## config.mk

```make
export PLATFORM = sky130hd
export DESIGN_NAME = opb_register_simulink2ppc
export DESIGN_NICKNAME = d
export VERILOG_FILES = /design/src/rtl/opb_register_simulink2ppc.sv
export SDC_FILE = /design/constraint.sdc
export NUM_CORES = 1
export LEC_CHECK = 0
export BUFFER_PORTS_ARGS = -buffer_cell sky130_fd_sc_hd__buf_4
export CELL_PAD_IN_SITES_DETAIL_PLACEMENT = 1
export CELL_PAD_IN_SITES_GLOBAL_PLACEMENT = 1
export CORE_ASPECT_RATIO = 1.1
export CORE_MARGIN = 3
export CORE_UTILIZATION = 41
export CTS_BUF_LIST = sky130_fd_sc_hd__clkbuf_2 sky130_fd_sc_hd__clkbuf_4 sky130_fd_sc_hd__clkbuf_8
export DETAILED_ROUTE_END_ITERATION = 10
export PLACE_DENSITY = 0.83
export SYNTH_ARGS = -nofsm -noshare
export SYNTH_HDL_FRONTEND = slang
export SYNTH_SLANG_ARGS = --single-unit
```

## constraint.sdc

```tcl
create_clock -name OPB_Clk -period 2.4 [get_ports OPB_Clk]
set_input_delay 0.24 -clock OPB_Clk [delete_from_list [all_inputs] [get_ports OPB_Clk]]
set_output_delay 0.24 -clock OPB_Clk [all_outputs]
set_load 0.1 [all_outputs]
```

## src/rtl/opb_register_simulink2ppc.sv

```systemverilog
// Fabric-to-PowerPC status register on OPB: captures user samples, tracks a
// "new data" flag and a saturating overrun count, and exposes a small control
// register (freeze / clear). Bus bit 0 is the MSB of every register value.
module opb_register_simulink2ppc #(
  parameter logic [31:0] C_BASEADDR   = 32'h01060200,
  parameter logic [31:0] C_HIGHADDR   = 32'h010602FF,
  parameter int          C_OPB_AWIDTH = 32,
  parameter int          C_OPB_DWIDTH = 32,
  parameter string       C_FAMILY     = "virtex5"
) (
  input  logic                    OPB_Clk,
  input  logic                    OPB_Rst_n,
  input  logic [0:C_OPB_AWIDTH-1] OPB_ABus,
  input  logic [0:3]              OPB_BE,
  input  logic [0:C_OPB_DWIDTH-1] OPB_DBus,
  input  logic                    OPB_RNW,
  input  logic                    OPB_select,
  input  logic                    OPB_seqAddr,
  output logic [0:C_OPB_DWIDTH-1] Sl_DBus,
  output logic                    Sl_xferAck,
  output logic                    Sl_errAck,
  output logic                    Sl_retry,
  output logic                    Sl_toutSup,
  input  logic [31:0]             user_data_in,
  input  logic                    user_valid
);

  typedef enum logic [1:0] {S_IDLE, S_ACK, S_HOLD} state_t;

  state_t      state_q, state_d;
  logic        start;

  // register file
  logic [31:0] data_q;
  logic        new_q;
  logic [15:0] ovr_cnt_q;
  logic        freeze_q;

  // transfer latched on entry to ACK
  logic        rnw_q;
  logic [5:0]  idx_q;
  logic        be3_q;
  logic [7:0]  wbyte_q;
  logic [31:0] rdata_q;

  // Bus vectors re-viewed MSB-first so value[31] == bus bit 0.
  logic [31:0] abus_v, dbus_v, offset;
  logic [5:0]  widx;
  logic        in_range;
  logic [31:0] rd_mux;

  assign abus_v   = OPB_ABus;
  assign dbus_v   = OPB_DBus;
  assign in_range = (abus_v >= C_BASEADDR) && (abus_v <= C_HIGHADDR);
  assign offset   = abus_v - C_BASEADDR;
  assign widx     = offset[7:2];

  // Read mux over the word index; unmapped words read 0.
  always_comb begin
    rd_mux = '0;
    case (widx)
      6'd0:    rd_mux = data_q;
      6'd1:    rd_mux = {ovr_cnt_q, 15'd0, new_q};
      6'd2:    rd_mux = {31'd0, freeze_q};
      default: rd_mux = '0;
    endcase
  end

  // Bus FSM next state: one ack cycle then one dead cycle.
  always_comb begin
    state_d = state_q;
    start   = 1'b0;
    case (state_q)
      S_IDLE: if (OPB_select && in_range) begin
        state_d = S_ACK;
        start   = 1'b1;
      end
      S_ACK:   state_d = S_HOLD;
      S_HOLD:  state_d = S_IDLE;
      default: state_d = S_IDLE;
    endcase
  end

  // FSM state register; reset abandons any transfer in flight.
  always_ff @(posedge OPB_Clk or negedge OPB_Rst_n) begin
    if (!OPB_Rst_n) state_q <= S_IDLE;
    else            state_q <= state_d;
  end

  // Latch the request and snapshot read data at the select edge.
  always_ff @(posedge OPB_Clk or negedge OPB_Rst_n) begin
    if (!OPB_Rst_n) begin
      rnw_q   <= 1'b1;
      idx_q   <= '0;
      be3_q   <= 1'b0;
      wbyte_q <= '0;
      rdata_q <= '0;
    end else if (start) begin
      rnw_q   <= OPB_RNW;
      idx_q   <= widx;
      be3_q   <= OPB_BE[3];
      wbyte_q <= dbus_v[7:0];
      rdata_q <= OPB_RNW ? rd_mux : 32'd0;
    end
  end

  logic ack, rd_clr, ctrl_we, clr, cap;

  assign ack     = (state_q == S_ACK);
  assign rd_clr  = ack && rnw_q && (idx_q == 6'd0);
  assign ctrl_we = ack && !rnw_q && (idx_q == 6'd2) && be3_q;
  assign clr     = ctrl_we && wbyte_q[1];
  assign cap     = user_valid && !freeze_q;

  // Capture path and side effects. Priority on new/count: clear, then
  // capture, then the clearing DATA read.
  always_ff @(posedge OPB_Clk or negedge OPB_Rst_n) begin
    if (!OPB_Rst_n) begin
      data_q    <= '0;
      new_q     <= 1'b0;
      ovr_cnt_q <= '0;
      freeze_q  <= 1'b0;
    end else begin
      if (cap) data_q <= user_data_in;
      if (clr) begin
        new_q     <= 1'b0;
        ovr_cnt_q <= '0;
      end else if (cap) begin
        new_q <= 1'b1;
        if (new_q && !rd_clr && (ovr_cnt_q != 16'hFFFF))
          ovr_cnt_q <= ovr_cnt_q + 16'd1;
      end else if (rd_clr) begin
        new_q <= 1'b0;
      end
      if (ctrl_we) freeze_q <= wbyte_q[0];
    end
  end

  // Outputs are zero outside the ack cycle so the OPB wired-OR stays clean.
  assign Sl_xferAck = ack;
  assign Sl_DBus    = ack ? rdata_q : '0;
  assign Sl_errAck  = 1'b0;
  assign Sl_retry   = 1'b0;
  assign Sl_toutSup = 1'b0;

  logic unused_ok;
  assign unused_ok = &{1'b0, OPB_seqAddr, dbus_v[31:8], offset[31:8], offset[1:0]};

endmodule

```

# Word level (Yosys, flattened, before mapping)
# Cells that the tools add are included.
# classes
addsub	2
magnitude_cmp	2
eq_ne	6
muxes	13
reduce_logical	21
# op_table
operator	n
$pmux 32 s3	1
$mux 32	2
$mux 16	3
$ge 32x25->1 const B	1
$le 32x25->1 const B	1
$add 16x1->16 const B	1
$ne 16x16->1 const B	1
$eq 6x2->1 const B	2
$logic_not 6->1	2
$logic_and 1x1->1	11
$sub 8x1->8 const B	1
$eq 6x1->1 const B	1
$mux 1	5
$pmux 2 s2	1
$reduce_bool 2->1	2
$logic_not 1->1	3
$reduce_bool 3->1	1
$eq 2x1->1 const B	1
$logic_not 2->1	1
$mux 2	1
$ne 2x2->1 const B	1
$reduce_and 2->1	1
# totals
ff_bits	94
in_bits	106
output_inout_bits	36
wordCells	54

# Depth between registers and ports, before layout
# Gate-level depths: netlist of run 1.
# logic_depth
ltp_word	9
mapped_depth	7
depth_no_buf	5

# Worst setup path after synthesis of run 1
# OpenSTA, ideal clock, no wires.
# synth_path
kind	reg-to-output
startpoint	register state_q[1]
endpoint	output port Sl_DBus[1] (netlist bit)
t_arrival_ns	2.492
required_ns	2.160
slack_ns	-0.332
path_stages_with_launch	4
n_path_buf	1
path_cell_list	dfrtp_1 nor2b_1 clkbuf_1 and2_1
# synth_between
elab_chain_len	2
# synth_lines
element	line	text
from (decl)	30	state_t state_q, state_d;
from (signal assigned)	87	else state_q <= state_d;
$eq 2x1->1	109	assign ack = (state_q == S_ACK);
named net Sl_xferAck	20	output logic Sl_xferAck,
$mux 32	141	assign Sl_DBus = ack ? rdata_q : '0;
to (decl)	19	output logic [0:C_OPB_DWIDTH-1] Sl_DBus,
# The timed path passes the listed nets, and every way through them passes these cells.

# Worst setup path in the final report of run 1
# layout_path
startpoint	register ovr_cnt_q[1]
endpoint	register ovr_cnt_q[2]
# layout_between
elab_chain_len	4
word_cells_on_any_way	8
classes_between	1 x add/sub; 1 x eq/ne; 3 x mux; 3 x reduce/logical
# layout_lines
element	line	text
from (decl)	36	logic [15:0] ovr_cnt_q;
from (signal assigned)	131	ovr_cnt_q <= ovr_cnt_q + 16'd1;
$add 16x1->16 or $ne 16x16->1 (tied branches)	131, 130	
$mux 16 or $logic_and 1x1->1 (tied branches)	130	if (new_q && !rd_clr && (ovr_cnt_q != 16'hFFFF))
$mux 16 or $reduce_bool 2->1 (tied branches)	n/a	
$mux 16 or $reduce_and 2->1 (tied branches)	n/a	
# Several ways; a longest one is shown, not always the timed one. The select of a mux whose other input is x is not followed.
# A chain may end at the register's enable or synchronous reset.

==> results.txt, run 1 <==
status - finished clean
IO buf count - 104
CP max stage delay - 0.62 ns
DP Cell Count - 661
via count - 3,578
Post-Route WL - 11,800 um
CP arrival - 2.42 ns
GP Congestion - 0.776
Critical Path RT - 2.68 ns
post-CTS sizing - 0
die height - 118 um
Num CTS Buffers - 9
post-synth top area share - 0.496
sequential share of power - 0.548
CP cell instances - ha_1 -> nand3_1 -> and4b_1 -> or4_1 -> a21oi_1
Final Hold Vio Count - 0
RSZ-0062 raised after global routing - false
Setup violations, final - 0
Iteration-0 DRC Markers - 107
Pwr Total - 3.23 mW
core area - 0.0111 mm2
Max Transition Viols Final - 0
switching power - 0.848 mW
final setup margin - 0.260 ns
final std cells w/o fill - 678
Max-cap violations - 0
clock buffer depth - 2
Post-synth top cells - 93 x dfrtp_1, 36 x mux2i_1, 35 x mux2_2
gr busiest metal - met2
Fin Hold WS - 0.0965 ns
Sw Share - 0.262
DRC Markers - 0
GRT Total Usage - 0.194
antenna-violating nets left - 0
number of synthesized flops with an enable pin - 0
later-pin clock latency in the skew report - 0.37 ns
post-synthesis sequential area ratio - 0.502
mean area per synthesized cell - 11.2 um2
slew margin rel. - 0.398
via/cell ratio - 5.28
met2 Usage GRT - 0.340
crit-path max FO - 29
fin crit share - 0.892
Global Route met1 Usage - 0.233
Max Freq - 467 MHz
worst reg2reg setup slack - 0.26 ns
Pleak - 2.79 nW
Area Overhead vs Synth - 25.8%
clock period minus worst slack - 2.14 ns
WL per Instance - 17.4 um
Setup TNS - 0 ns
Synth cell types - 41
worst slack, placed - -0.101 ns
largest area contributor in the netlist - dfrtp_1
Clock Power Share - 0.331
Most used DFF post-synth - dfrtp_1
Worst path slowest cell - or4_1
crit end category - flop
Post-synth ARST share - 1.00
Max VDD drop - 0.318 mV
starting density of the core - 0.424
critical path startpoint category - flop
largest net degree at the start of global routing - 50
Top delay family on crit path - simple AND/OR/NAND/NOR gates
first-pass GRT wire length - 19,800 um
Crit path buffers/inverters - 0
mapped cell area - 0.00469 mm2
n_diodes - 0
type of the worst min-delay path - in2reg
Pre-Repair DR Iteration Count - 4
Yosys warnings - 0
vias in the first global route - 3,887
top cells by area, synth - dfrtp_1 50%, mux2_2 8.4%, mux2i_1 7.7%
flop and latch count out of synthesis - 94
Clk pin slew, worst setup/hold paths - 0.09 ns
TritonCTS clock tree - done
count leader, synth - dfrtp_1
post-CTS setup buffers - 0
num rows - 40
initial antenna violation count - 0
layout cells sized above 1 - 0.331
die area - 0.0128 mm2
grt met3 use - 0.0530
Root Driver - clkbuf_8
Synth Instances - 419
Slew @ Worst Pin - 0.902 ns
Pwr per Cell Area - 548 mW/mm2
DPL Wire Length - 8840 um
Clock Sinks - 94
grt total ovfl - 0
Setup Crit Path Kind - reg2reg
Final nets - 633
Pint - 2.39 mW
H-tree depth - 3
Clock Skews - 0.00977 ns
I/O pins - 142
DIE WIDTH - 108 um
Comb pwr share - 0.121
placed cells by master (no fill, tap or decap), types with 8 or more instances in the layout:
| cell type | synthesis | final |
|---|---|---|
| or4_1 | 16 | 16 |
| and2_1 | 32 | 32 |
| buf_4 | 4 | 116 |
| mux2_2 | 35 | 35 |
| o31ai_1 | 12 | 12 |
| nor2_1 | 19 | 19 |
| a21oi_1 | 14 | 14 |
| inv_1 | 21 | 21 |
| mux2_1 | 24 | 24 |
| dfrtp_1 | 93 | 93 |
| mux2i_1 | 36 | 36 |
| nand4_1 | 8 | 8 |
| nand2_1 | 27 | 27 |
| clkbuf_8 | 0 | 9 |
flip-flops by register name, indices dropped and copies added, names as in the netlist:
register,flops
be3_q,1
data_q,32
freeze_q,1
idx_q,6
new_q,1
ovr_cnt_q,16
rdata_q,32
rnw_q,1
state_q,2
wbyte_q,2
worst register-to-register path: stages (launching register included):
cell and delay, ns:
dfrtp_1 0.45, ha_1 0.24, nand3_1 0.09, and4b_1 0.49, or4_1 0.62, a21oi_1 0.18
power groups by stage:
stage,registers (mW),logic (mW),clock network [mW]
after floorplan,1.76,0.223,0
after global placement,1.79,0.374,0
after detailed placement,1.80,0.395,0
after CTS,1.77,0.398,1.09
after global routing,1.79,0.437,1.17
final,1.77,0.393,1.07
logic make-up after synthesis:
logic type	after synthesis	synth area share
other cells	1	0.000799
buf+inv	47	0.0456
flops	94	0.502
mux	95	0.218
simple gates	146	0.178
fa+ha+maj	1	0.00267
compound gates	35	0.0525
layout make-up:
cell class	count	area, um2
Clock buffer	11	139
Clock inverter	5	58.8
Fill cell	1209	5160
Inverter	21	78.8
Multi-Input combinational cell	280	2150
Sequential cell	94	2350
Tap cell	147	184
Timing Repair Buffer	120	941
worst paths after layout:
check	from	endpoint	depth (start not counted)
setup / recovery	ovr_cnt_q[1]$_DFFE_PN0P_	ovr_cnt_q[2]$_DFFE_PN0P_	5
setup reg to reg	ovr_cnt_q[1]$_DFFE_PN0P_	ovr_cnt_q[2]$_DFFE_PN0P_	5
min in group asynchronous	OPB_Rst_n	rdata_q[29]$_DFFE_PN0P_	2
max in group asynchronous	OPB_Rst_n	rnw_q$_DFFE_PN1P_	3
hold reg to reg	rdata_q[26]$_DFFE_PN0P_	rdata_q[26]$_DFFE_PN0P_	1
hold / removal	OPB_DBus[31]	wbyte_q[0]$_DFFE_PN0P_	2
routing by layer:
metal / wire [um] / share of wire
met1: 4840 / 0.41
met2: 6190 / 0.53
met3: 593 / 0.050
met4: 151 / 0.013
met5: 0 / 0
stage by stage:
| stage | cell area (um2) | utilization |
|---|---|---|
| detailed placement | 5700 | 0.515 |
| CTS | 5900 | 0.534 |
| finish | 5900 | 0.534 |
| global placement | 5700 | 0.515 |
| global route | 5900 | 0.534 |
| floorplan | 4700 | - |
what timing repair did:
action / in CTS / in global routing
endpoints found under the setup margin: 0 / 0
hold buffers: 1 / 0
hold endpoints to repair: 46 / 0
Note: power is estimated with default switching activity, not from simulation.
==> run 2: changes to the inputs <==
clock period = 2.16 ns   (was 2.4 ns; I/O delays follow)
==> run 2 against run 1 <==
  * Worst hold slack worse by 0.025 ns
  * Utilization is 0.78 points higher
  * Sequential share of layout area is 0.57 points lower
  * Sequential cell count stayed put
  * Combinational power is 20% higher
  * Sequential power is 11% higher
  * Clock skew is 0.0019 ns higher
  * Clock power is 10% higher
  * Register-to-register slack worse by 0.18 ns
  * Critical endpoint is now rdata_q[9]$_DFFE_PN0P_
==> results.txt, run 2 (synthesized netlist as in run 1, its figures left out) <==
status - finished clean
Pint - 2.65 mW
Setup violations, final - 0
first-pass GRT wire length - 20,200 um
Final Util - 0.542
Critical Path RT - 2.44 ns
grt total ovfl - 0
Post-Route WL - 12,300 um
Worst R2R Path Depth - 6
post-CTS sizing - 0
WL per Instance - 17.9 um
I/O pins - 142
DIE WIDTH - 108 um
Iteration-0 DRC Markers - 140
Slew @ Worst Pin - 0.541 ns
starting density of the core - 0.424
Worst path slowest cell - dfrtp_1
Fin Hold WS - 0.0716 ns
GRT Total Usage - 0.198
crit end category - flop
RSZ-0062 raised after global routing - true
via count - 3,661
RR Endpoint - rdata_q[9]$_DFFE_PN0P_
Clock Power Share - 0.327
Crit path buffers/inverters - 2
commonest non-fill, non-tap cell in the layout - buf_4
worst reg2reg setup slack - 0.08 ns
CP cell instances - nor4b_1 -> nand2_1 -> a2111oi_4 -> buf_12 -> buf_4 -> mux2i_1
Clock Sinks - 94
largest net degree at the start of global routing - 57
DPL Wire Length - 9040 um
Final nets - 640
storage element area - 0.00235 mm2
clock buffer depth - 2
hold_sp - OPB_DBus[31]
die height - 118 um
clock period minus worst slack - 2.08 ns
CP max stage delay - 0.40 ns
GP Congestion - 0.770
Max Freq - 480 MHz
antenna-violating nets left - 0
initial antenna violation count - 0
Largest regs - data_q: 32 flops, rdata_q: 32 flops, ovr_cnt_q: 16 flops
n_diodes - 0
Sw Share - 0.269
Setup TNS - 0 ns
r2r startpoint - state_q[0]$_DFFE_PN0P_
H-tree depth - 3
Area Overhead vs Synth - 27.7%
area occupied by multi-input gates - 0.00218 mm2
critical path startpoint category - flop
later-pin clock latency in the skew report - 0.36 ns
CP arrival - 2.36 ns
die area - 0.0128 mm2
Top delay family on crit path - buffers and inverters
num rows - 40
slew margin rel. - 0.636
Pre-Repair DR Iteration Count - 4
hold path cells - 2
Pwr per Cell Area - 604 mW/mm2
TritonCTS clock tree - done
Max-cap violations - 0
fin crit share - 0.964
Fill cells - 1,221
Root Driver - clkbuf_8
Max Transition Viols Final - 0
most frequent cells in the layout - 123 x buf_4, 93 x dfrtp_1, 36 x mux2i_1
final setup margin - 0.0777 ns
DRC Markers - 0
switching power - 0.972 mW
core area - 0.0111 mm2
via/cell ratio - 5.34
layout cells sized above 1 - 0.368
Max VDD drop - 0.349 mV
Setup Crit Path Kind - reg2reg
vias in the first global route - 4,048
sequential share of power - 0.542
Num CTS Buffers - 9
worst slack, placed - -0.290 ns
IO buf count - 104
Clk pin slew, worst setup/hold paths - 0.10 ns
Pleak - 2.84 nW
Final Hold Vio Count - 0
Clock Skews - 0.0117 ns
type of the worst min-delay path - in2reg
crit-path max FO - 32
Comb pwr share - 0.131
Worst Hold Endpoint - wbyte_q[0]$_DFFE_PN0P_
run 2: changes by cell type in the layout (fill, tap and decap cells not counted), sizes merged:
| cell | previous run | this run |
|---|---|---|
| buf | 119 | 126 |
| clkbuf | 11 | 9 |
| clkinv | 1 | 3 |
| clkinvlp | 2 | 0 |
| inv | 22 | 24 |
run 2: how the worst max path moves through the flow:
stage                           start                      end  cells after the start
6_report       state_q[0]$_DFFE_PN0P_   rdata_q[9]$_DFFE_PN0P_                      6
3_5_place_dp              OPB_ABus[4]   rdata_q[9]$_DFFE_PN0P_                      7
3_3_place_gp              OPB_ABus[4]  rdata_q[31]$_DFFE_PN0P_                      6
5_1_grt        state_q[0]$_DFFE_PN0P_   rdata_q[9]$_DFFE_PN0P_                      6
4_1_cts        state_q[0]$_DFFE_PN0P_   rdata_q[9]$_DFFE_PN0P_                      6
2_1_floorplan             OPB_ABus[4]     idx_q[1]$_DFFE_PN0P_                      5
run 2: area by class of cell:
class                      instances  share of cell area
timing repair buffer             127               0.166
clock inverter                     7              0.0119
inverter                          21              0.0132
sequential                        94               0.393
clock buffer                       9              0.0207
multi-input combinational        280               0.365
tap                              147              0.0307
run 2: repair_timing:
action	in CTS	in global routing
setup buffers	0	0
endpoints found under the setup margin	0	2
hold endpoints to repair	37	0
hold buffers	1	0
run 2: power by group through the flow:
| stage | Combinational (mW) | Sequential, mW | Clock [mW] |
|---|---|---|---|
| 6_report | 0.473 | 1.96 | 1.18 |
| 5_1_grt | 0.521 | 1.98 | 1.29 |
| 4_1_cts | 0.479 | 1.96 | 1.22 |
| 3_5_place_dp | 0.475 | 2.00 | 0 |
| 3_3_place_gp | 0.450 | 1.99 | 0 |
| 2_1_floorplan | 0.248 | 1.96 | 0 |
run 2: per-stage QoR:
| step | power [mW] | area (um2) | instances |
|---|---|---|---|
| 2_1_floorplan | 2.21 | 4740 | 421 |
| 4_1_cts | 3.66 | 5990 | 685 |
| 3_3_place_gp | 2.44 | 5780 | 668 |
| 5_1_grt | 3.79 | 5990 | 685 |
| 3_5_place_dp | 2.47 | 5780 | 668 |
| 6_report | 3.62 | 5990 | 685 |
run 2: routing by layer:
metal | wire length (um) | GRT usage | vias up
met4 | 141 | 0.0529 | 0
li1 | - | - | 1709
met1 | 5020 | 0.243 | 1857
met5 | 0 | 0 | -
met3 | 593 | 0.0366 | 10
met2 | 6490 | 0.354 | 85
==> run 3: changes to the inputs <==
PLACE_DENSITY = 0.86   (was 0.83)
==> run 3 against run 2 <==
  * Sequential cell count is the same
  * Non-clock buffer count shrank 1
  * Critical path type is now in2reg
  * Largest cell class unchanged
  * Highest routed layer unchanged
  * Sequential power hardly changed
  * Register-to-register slack better by 0.08 ns
  * Combinational power down 6.6%
  * Die area stayed put
  * Clock power is 7% lower
==> results.txt, run 3 (synthesized netlist as in run 1, its figures left out) <==
fin crit share - 0.983
Setup violations, final - 0
num rows - 40
n_diodes - 0
CP max stage delay - 0.50 ns
RR Endpoint - rdata_q[12]$_DFFE_PN0P_
Max-cap violations - 0
Largest regs - data_q: 32 flops, rdata_q: 32 flops, ovr_cnt_q: 16 flops
status - finished clean
initial antenna violation count - 0
Fill cells - 1,220
Setup TNS - 0 ns
antenna-violating nets left - 0
Post-Route WL - 12,000 um
type of the worst min-delay path - in2reg
slew margin rel. - 0.572
Clock Skews - 0.00980 ns
Max Transition Viols Final - 0
die area - 0.0128 mm2
crit end category - flop
most used cell, CP - buf_4
Fin Hold WS - 0.0788 ns
via/cell ratio - 5.32
crit-path max FO - 15
Num CTS Buffers - 9
starting density of the core - 0.424
grt total ovfl - 0
critical path startpoint category - input pin
DIE WIDTH - 108 um
vias in the first global route - 3,982
DPL Wire Length - 8720 um
Slew @ Worst Pin - 0.643 ns
Worst R2R Path Depth - 7
TritonCTS clock tree - done
Iteration-0 DRC Markers - 145
later-pin clock latency in the skew report - 0.36 ns
IO buf count - 104
H-tree depth - 3
WL per Instance - 17.5 um
I/O pins - 142
Worst path slowest cell - or4b_1
Pwr per Cell Area - 587 mW/mm2
first-pass GRT wire length - 19,200 um
die height - 118 um
area of all placed cells without fillers - 0.00598 mm2
Final Hold Vio Count - 0
Area Overhead vs Synth - 27.5%
clock period minus worst slack - 2.12 ns
Final Util - 0.541
GRT Total Usage - 0.188
clock buffer depth - 2
CP cell instances - buf_4 -> or4b_1 -> or4_4 -> a2111oi_4 -> buf_4 -> clkbuf_16 -> buf_4 -> mux2i_1
Final nets - 639
Pleak - 2.83 nW
GP Congestion - 0.799
worst setup path end - rdata_q[12]$_DFFE_PN0P_
DRC Markers - 0
Worst Setup SP - OPB_ABus[4]
Clock Sinks - 94
most frequent cells in the layout - 121 x buf_4, 93 x dfrtp_1, 36 x mux2i_1
core area - 0.0111 mm2
Max Freq - 471 MHz
commonest non-fill, non-tap cell in the layout - buf_4
Clk pin slew, worst setup/hold paths - 0.09 ns
Max VDD drop - 0.310 mV
worst reg2reg setup slack - 0.16 ns
r2r startpoint - state_q[0]$_DFFE_PN0P_
CP arrival - 2.40 ns
Root Driver - clkbuf_8
Critical Path RT - 2.44 ns
Pre-Repair DR Iteration Count - 4
layout cells sized above 1 - 0.368
dpl cell area - 0.00576 mm2
Setup Crit Path Kind - in2reg
largest net degree at the start of global routing - 51
via count - 3,631
[run 3: area by class of cell]
type | count | area, um2 | area share
multi-input cells | 280 | 2190 | 0.366
clock buffers | 11 | 151 | 0.0253
well taps | 147 | 184 | 0.0307
clock inverters | 4 | 31.3 | 0.00523
flip-flops and latches | 94 | 2350 | 0.393
repair buffers | 126 | 995 | 0.166
inverters | 21 | 78.8 | 0.0132
[run 3: stage by stage]
step | instances | worst slack (ns) | power [mW]
6_report | 683 | 0.0371 | 3.51
3_3_place_gp | 665 | -0.191 | 2.42
5_1_grt | 683 | -0.0386 | 3.70
4_1_cts | 681 | 0.0685 | 3.56
2_1_floorplan | 421 | -0.102 | 2.21
3_5_place_dp | 665 | -0.295 | 2.45
[run 3: critical path: cells and delay by family]
kind / cells / cell delay (ns)
simple gates: 2 / 0.94
buf+inv: 4 / 0.68
compound gates: 1 / 0.33
mux: 1 / 0.23
[run 3: report_power, final]
| part | total (mW) | switching [mW] | internal (mW) |
|---|---|---|---|
| Clock | 1.10 | 0.619 | 0.482 |
| Sequential | 1.97 | 0.111 | 1.86 |
| Combinational | 0.442 | 0.211 | 0.230 |
| Total | 3.51 | 0.941 | 2.57 |
[run 3: timing repair]
| item | 4_1_cts | 5_1_grt |
|---|---|---|
| resized for setup | 0 | 2 |
| endpoints found under the hold margin | 26 | 0 |
| setup endpoints to repair | 0 | 41 |
| buffers inserted | 0 | 1 |
| hold buffers | 1 | 0 |
[run 3: how the worst min path moves through the flow]
stage / to / cells after the start / slack [ns] / from
finish: data_q[24]$_DFFE_PN0P_ / 2 / 0.08 / user_data_in[24]
global route: data_q[24]$_DFFE_PN0P_ / 2 / 0.06 / user_data_in[24]
CTS: data_q[14]$_DFFE_PN0P_ / 2 / 0.06 / user_data_in[14]
detailed placement: rdata_q[19]$_DFFE_PN0P_ / 1 / 0.16 / OPB_Rst_n
global placement: data_q[17]$_DFFE_PN0P_ / 1 / 0.16 / OPB_Rst_n
floorplan: be3_q$_DFFE_PN0P_ / 0 / -0.08 / OPB_Rst_n
[run 3: metal layers]
layer | up-vias | routed length [um] | GRT usage
li1 | 1710 | - | -
met1 | 1826 | 5070 | 0.225
met2 | 82 | 6180 | 0.331
met3 | 13 | 568 | 0.0382
met4 | 0 | 156 | 0.0655
met5 | - | 0 | 0
